## config.mk

```make
export PLATFORM = sky130hd
export DESIGN_NAME = a_mux_serial_16v1
export DESIGN_NICKNAME = d
export VERILOG_FILES = /design/src/rtl/a_mux_serial_16v1.sv
export SDC_FILE = /design/constraint.sdc
export NUM_CORES = 1
export LEC_CHECK = 0
export CAP_MARGIN = 20
export CORE_AREA = 4 4 65 67
export DETAILED_ROUTE_END_ITERATION = 10
export DIE_AREA = 0 0 69 71
export GPL_TIMING_DRIVEN = 0
export MAX_ROUTING_LAYER = met4
export PLACE_DENSITY_LB_ADDON = 0.25
export SYNTH_ARGS = -nofsm -noshare
export SYNTH_HDL_FRONTEND = slang
export SYNTH_SLANG_ARGS = --single-unit
```

## constraint.sdc

```tcl
create_clock -name clk_ref -period 1.4 [get_ports clk_ref]
set_input_delay 0.14 -clock clk_ref [delete_from_list [all_inputs] [get_ports clk_ref]]
set_output_delay 0.14 -clock clk_ref [all_outputs]
set_load 0.005 [all_outputs]
```

## src/rtl/a_mux_serial_16v1.sv

```systemverilog
// -----------------------------------------------------------------------------
// a_mux_serial_16v1
//   Parallel-to-serial transmitter for the serial management link. WIDTH-bit
//   words are shifted onto a 1-bit line LSB first, one bit per clk_emit strobe.
//   The strobe is a clock-enable sampled on clk_ref, not a clock.
//   Frames are contiguous and slot-aligned from reset: the line never stops.
//   A frame with no user word carries IDLE_WORD.
//
// Ports
//   clk_ref   in   1      system clock, all logic on posedge
//   rst_n     in   1      asynchronous active-low reset
//   clk_emit  in   1      bit strobe; one slot advances per cycle it is high
//   t_d       in   WIDTH  parallel word to send
//   t_dv      in   1      t_d valid; accepted when t_dv & t_rdy
//   t_rdy     out  1      holding register empty
//   t_do      out  1      serial data out (registered)
//   t_sof     out  1      high while t_do carries slot 0 of a frame
//   t_busy    out  1      current frame carries user data
//   t_udr     out  1      one-cycle pulse when a data frame is followed by idle
// -----------------------------------------------------------------------------
module a_mux_serial_16v1 #(
    parameter int                WIDTH     = 16,
    parameter logic [WIDTH-1:0]  IDLE_WORD = {WIDTH{1'b0}}
) (
    input  logic              clk_ref,
    input  logic              rst_n,
    input  logic              clk_emit,
    input  logic [WIDTH-1:0]  t_d,
    input  logic              t_dv,
    output logic              t_rdy,
    output logic              t_do,
    output logic              t_sof,
    output logic              t_busy,
    output logic              t_udr
);

    localparam int CW = (WIDTH > 1) ? $clog2(WIDTH) : 1;
    localparam logic [CW-1:0] LAST_SLOT = CW'(WIDTH - 1);

    typedef enum logic {
        S_IDLE = 1'b0,
        S_DATA = 1'b1
    } state_t;

    state_t            r_state;
    logic [WIDTH-1:0]  r_hold_q;
    logic              r_hold_v;
    logic [WIDTH-1:0]  r_sh_q;
    logic [CW-1:0]     r_cpt;
    logic              r_do;
    logic              r_sof;
    logic              r_udr;

    logic              w_accept;
    logic              w_load;
    logic [WIDTH-1:0]  w_word;
    logic [CW-1:0]     w_cpt_nxt;

    // Accept only into an empty holding register; a pending word is never
    // overwritten, the source keeps t_dv up until it is taken.
    assign w_accept  = t_dv & ~r_hold_v;

    // Slot-0 strobe loads a whole frame.
    assign w_load    = clk_emit & (r_cpt == '0);

    // Frame content: pending user word, else the idle pattern. A word arriving
    // on the very same edge is not bypassed; it waits for the next frame.
    assign w_word    = r_hold_v ? r_hold_q : IDLE_WORD;

    assign w_cpt_nxt = (r_cpt == LAST_SLOT) ? '0 : r_cpt + CW'(1);

    always_ff @(posedge clk_ref or negedge rst_n) begin
        if (!rst_n) begin
            r_state  <= S_IDLE;
            r_hold_q <= '0;
            r_hold_v <= 1'b0;
            r_sh_q   <= '0;
            r_cpt    <= '0;
            r_do     <= 1'b0;
            r_sof    <= 1'b0;
            r_udr    <= 1'b0;
        end else begin
            // Underrun is a single-cycle pulse; only a load can raise it.
            r_udr <= 1'b0;

            if (w_accept) begin
                r_hold_q <= t_d;
                r_hold_v <= 1'b1;
            end

            if (clk_emit) begin
                r_cpt <= w_cpt_nxt;
                if (w_load) begin
                    r_do   <= w_word[0];
                    r_sh_q <= w_word >> 1;
                    r_sof  <= 1'b1;
                    if (r_hold_v) begin
                        // Accept is blocked while hold is full, so this clear
                        // never races a same-cycle write.
                        r_hold_v <= 1'b0;
                        r_state  <= S_DATA;
                    end else begin
                        r_state  <= S_IDLE;
                        if (r_state == S_DATA)
                            r_udr <= 1'b1;
                    end
                end else begin
                    r_do   <= r_sh_q[0];
                    r_sh_q <= r_sh_q >> 1;
                    r_sof  <= 1'b0;
                end
            end
        end
    end

    assign t_rdy  = ~r_hold_v;
    assign t_do   = r_do;
    assign t_sof  = r_sof;
    assign t_busy = (r_state == S_DATA);
    assign t_udr  = r_udr;

endmodule

```

==> flow_metrics.env <==
export IMPL_rsz0062_at_grt="true"
export IMPL_netlist_instances=157
export IMPL_grt_max_degree=41
export IMPL_setup_slack_ps=-111
export IMPL_cts_buffers=5
export IMPL_r2r_end="r_sh_q[6]"
export IMPL_antenna_found_initial=0
export IMPL_hold_slack_ps=463
export IMPL_final_period_utilization=1.08
export IMPL_hp_start="t_d[8]"
export IMPL_reg2reg_slack_ps=-110
export IMPL_fmax_mhz=662
export IMPL_cts_sinks=40
export IMPL_worst_pin_slew_ps=869
export IMPL_critPathLaunchType="flip-flop"
export IMPL_finalCriticalPeriod_ps=1510
export IMPL_power_density_mw_per_mm2=1830
export IMPL_synth_avg_cell_area_sq_um=10.9
export IMPL_required_ps=1610
export IMPL_num_vias=1307
export IMPL_io_pins=25
export IMPL_first_pass_iters=5
export IMPL_hold_viol=0
export IMPL_setup_viol=16
export IMPL_cts_root_buffer="clkbuf_8"
export IMPL_r2r_start="r_cpt[0]"
export IMPL_fp_dieH_microns=71
export IMPL_cp_slowest_stage_delay_ps=400
export IMPL_arrival_ps=1720
export IMPL_crit_buf_inv=3
export IMPL_initial_core_util=0.472
export IMPL_hpwlAfterDp_mm=2.33
export IMPL_final_area_sq_mm=0.00234
export IMPL_routed_wl_mm=3.82
export IMPL_worst_clock_skew_ps=9.01
export IMPL_synthesis_nets=179
export IMPL_insertion_delay_ps=290
export IMPL_synth_area_mux_share=0.105
export IMPL_ys_seq_elements=40
export IMPL_max_slew_margin=0.420
export IMPL_vias_per_cell=5.31
export IMPL_maxCapViolCount=0
export IMPL_outcome="finished, violations left"
export IMPL_maxSlewViolCount=0
export IMPL_cts_max_level=2
export IMPL_synth_xor_area_share=0.00510
export IMPL_worstSetupEndpointType="flip-flop"
export IMPL_worstSetupPathType="reg -> reg"
export IMPL_crit_family="flip-flops"
export IMPL_fp_dieW_microns=69
export IMPL_synth_adder_area_share=0.0146
export IMPL_n_antenna_cell=0
export IMPL_cp_slowest_cell="dfrtp_1"
export IMPL_layout_nets=219
export IMPL_hold_depth=2
export IMPL_tritoncts="yes"
export IMPL_rows=22
export IMPL_grt_first_pass_wirelength_mm=6.42
export IMPL_synth_distinct_cells=23
export IMPL_finalSetupTns_ps=-1090
export IMPL_hp_class="in -> reg"
export IMPL_worst_ir_drop_vdd_mv=0.977
export IMPL_coreArea_sq_mm=0.00363
export IMPL_drive_above_1_share=0.308
export IMPL_power_leakage_nw=0.989
export IMPL_whs_endpoint="r_hold_q[8]"
export IMPL_synthSimpleGateAreaFrac=0.152
export IMPL_path_clk_slew_ps=80
export IMPL_yosys_warnings=0
export IMPL_dp_cells=229
export IMPL_numPortBuffers=24
export IMPL_gr_total_overflow=0
export IMPL_yosysSeqAreaShare=0.583
export IMPL_crit_chain="inv_2 > ha_4 > nor4bb_4 > buf_6 > buf_4 > nand3_4 > a31oi_4"
export IMPL_syn_to_final_growth_pct=36.6
export IMPL_dpl_cell_area_sq_mm=0.00201
export IMPL_drt_iter0_drc=77
export IMPL_finalPower_mw=4.29
export IMPL_wl_per_cell_microns=15.5
export IMPL_gp_congestion=0.757
export IMPL_dieArea_sq_mm=0.00490
export IMPL_r2r_cells=7
export IMPL_synth_compound_area_frac=0.0831
export IMPL_syn_area_sq_mm=0.00172
export IMPL_grt_usage=0.167
export IMPL_final_cell_count_no_fill=246
export IMPL_cp_max_fo=5
export IMPL_ant_nets=0
export IMPL_remaining_drc_errors=0
export IMPL_synth_top_family_by_area="simple AND/OR/NAND/NOR gates"
export IMPL_grt_pass1_vias=1429
export IMPL_clockBufferDepth=2
export IMPL_violations="setup timing"
[registers in the layout (all words and copies together) (netlist names)]
register and count:
r_cpt 4, r_hold_q 16, r_hold_v 1, r_sh_q 15
t_busy 1, t_do 1, t_sof 1, t_udr 1
[worst reg2reg max path: cells and delay by family (launching register included)]
| family | cells | cell delay [ps] |
|---|---|---|
| buffers and inverters | 3 | 410 |
| DFF | 1 | 400 |
| AOI/OAI and AO/OA | 1 | 180 |
| adders and majority gates | 1 | 140 |
| and+or+nand+nor | 2 | 310 |
[power by group]
part	leakage, nW	switching (mW)	total [mW]	internal, mW
Clock	0.0455	0.384	0.786	0.402
Combinational	0.479	0.646	1.47	0.819
Sequential	0.464	0.378	2.04	1.66
[Yosys cell counts, drive strengths merged]
library cell,n,share of area
o21ai,6,0.017
buf,9,0.040
nand2,19,0.042
ha,2,0.015
nor2b,1,0.0036
nor4bb,1,0.0058
nand3,18,0.055
a21oi,2,0.0058
dfrtp,40,0.58
nand4bb,1,0.0066
nor2,16,0.035
and3,1,0.0036
mux2,16,0.10
a31oi,15,0.055
o41ai,1,0.0051
xnor2,1,0.0051
clkbuf,3,0.0066
inv,5,0.011
[placed cells by master, fill, tap and decap left out]
master	n
buf_6	7
clkbuf_1	4
ha_4	1
a21oi_1	2
mux2_2	16
nand3_1	3
nand4bb_1	1
dlygate4sd2_1	1
clkbuf_2	1
nor2_1	16
clkbuf_4	1
nor4bb_4	1
nand2_1	19
clkdlybuf4s50_1	22
buf_2	2
clkbuf_16	1
clkbuf_8	6
nand3_2	14
dlygate4sd3_1	1
a31oi_4	1
ha_1	1
buf_4	6
and3_1	1
inv_1	3
a31oi_1	14
o21ai_0	5
nand3_4	1
buf_12	1
nor2b_1	1
inv_2	2
dfrtp_1	40
o41ai_1	1
o21ai_1	1
xnor2_1	1
[cell type report]
type	count	area [sq um]
Fill cell	304	1290
Sequential cell	40	1000
Multi-Input combinational cell	100	737
Timing Repair Buffer	34	337
Buffer	11	101
Clock buffer	8	90.1
Tap cell	48	60.1
Inverter	5	18.8
[through the flow]
step	setup slack, ps	utilization
after floorplan	8.49	-
after global placement	-705	0.555
after detailed placement	-334	0.554
after CTS	-72.6	0.611
after global routing	-194	0.645
final	-111	0.645
[worst max-delay path by stage]
stage               depth (start not counted)  slack (ps)      from           end
floorplan                                   7           8  r_cpt[0]    r_sh_q[10]
global placement                            1        -700     rst_n  r_hold_q[13]
detailed placement                          5        -330      t_dv   r_hold_q[1]
CTS                                         7         -70  r_cpt[0]     r_sh_q[9]
global route                                7        -190  r_cpt[0]     r_sh_q[5]
finish                                      7        -110  r_cpt[0]     r_sh_q[6]
[cell families after synthesis]
kind of cell	after synthesis
AND/OR/NAND/NOR	57
flip-flops	40
buffers and inverters	17
adder cells (fa/ha/maj)	2
AO/OA/AOI/OAI	24
XOR/XNOR	1
multiplexers	16
[metal layers]
metal	GRT usage	vias to the layer above	wire length, microns	part of all wire
li1	-	623	-	-
met1	0.198	643	1710	0.45
met2	0.258	37	1950	0.51
met3	0.0327	4	128	0.034
met4	0.111	0	27	0.0071
met5	-	-	0	0
[what timing repair did]
item | CTS | global route
buffers inserted | 4 | 4
resized for setup | 19 | 17
endpoints found under the setup margin | 31 | 36
hold buffers | 1 | 0
endpoints found under the hold margin | 38 | 0
cloned | 0 | 1
pin swaps | 16 | 4
Note: power is estimated with default switching activity, not from simulation.
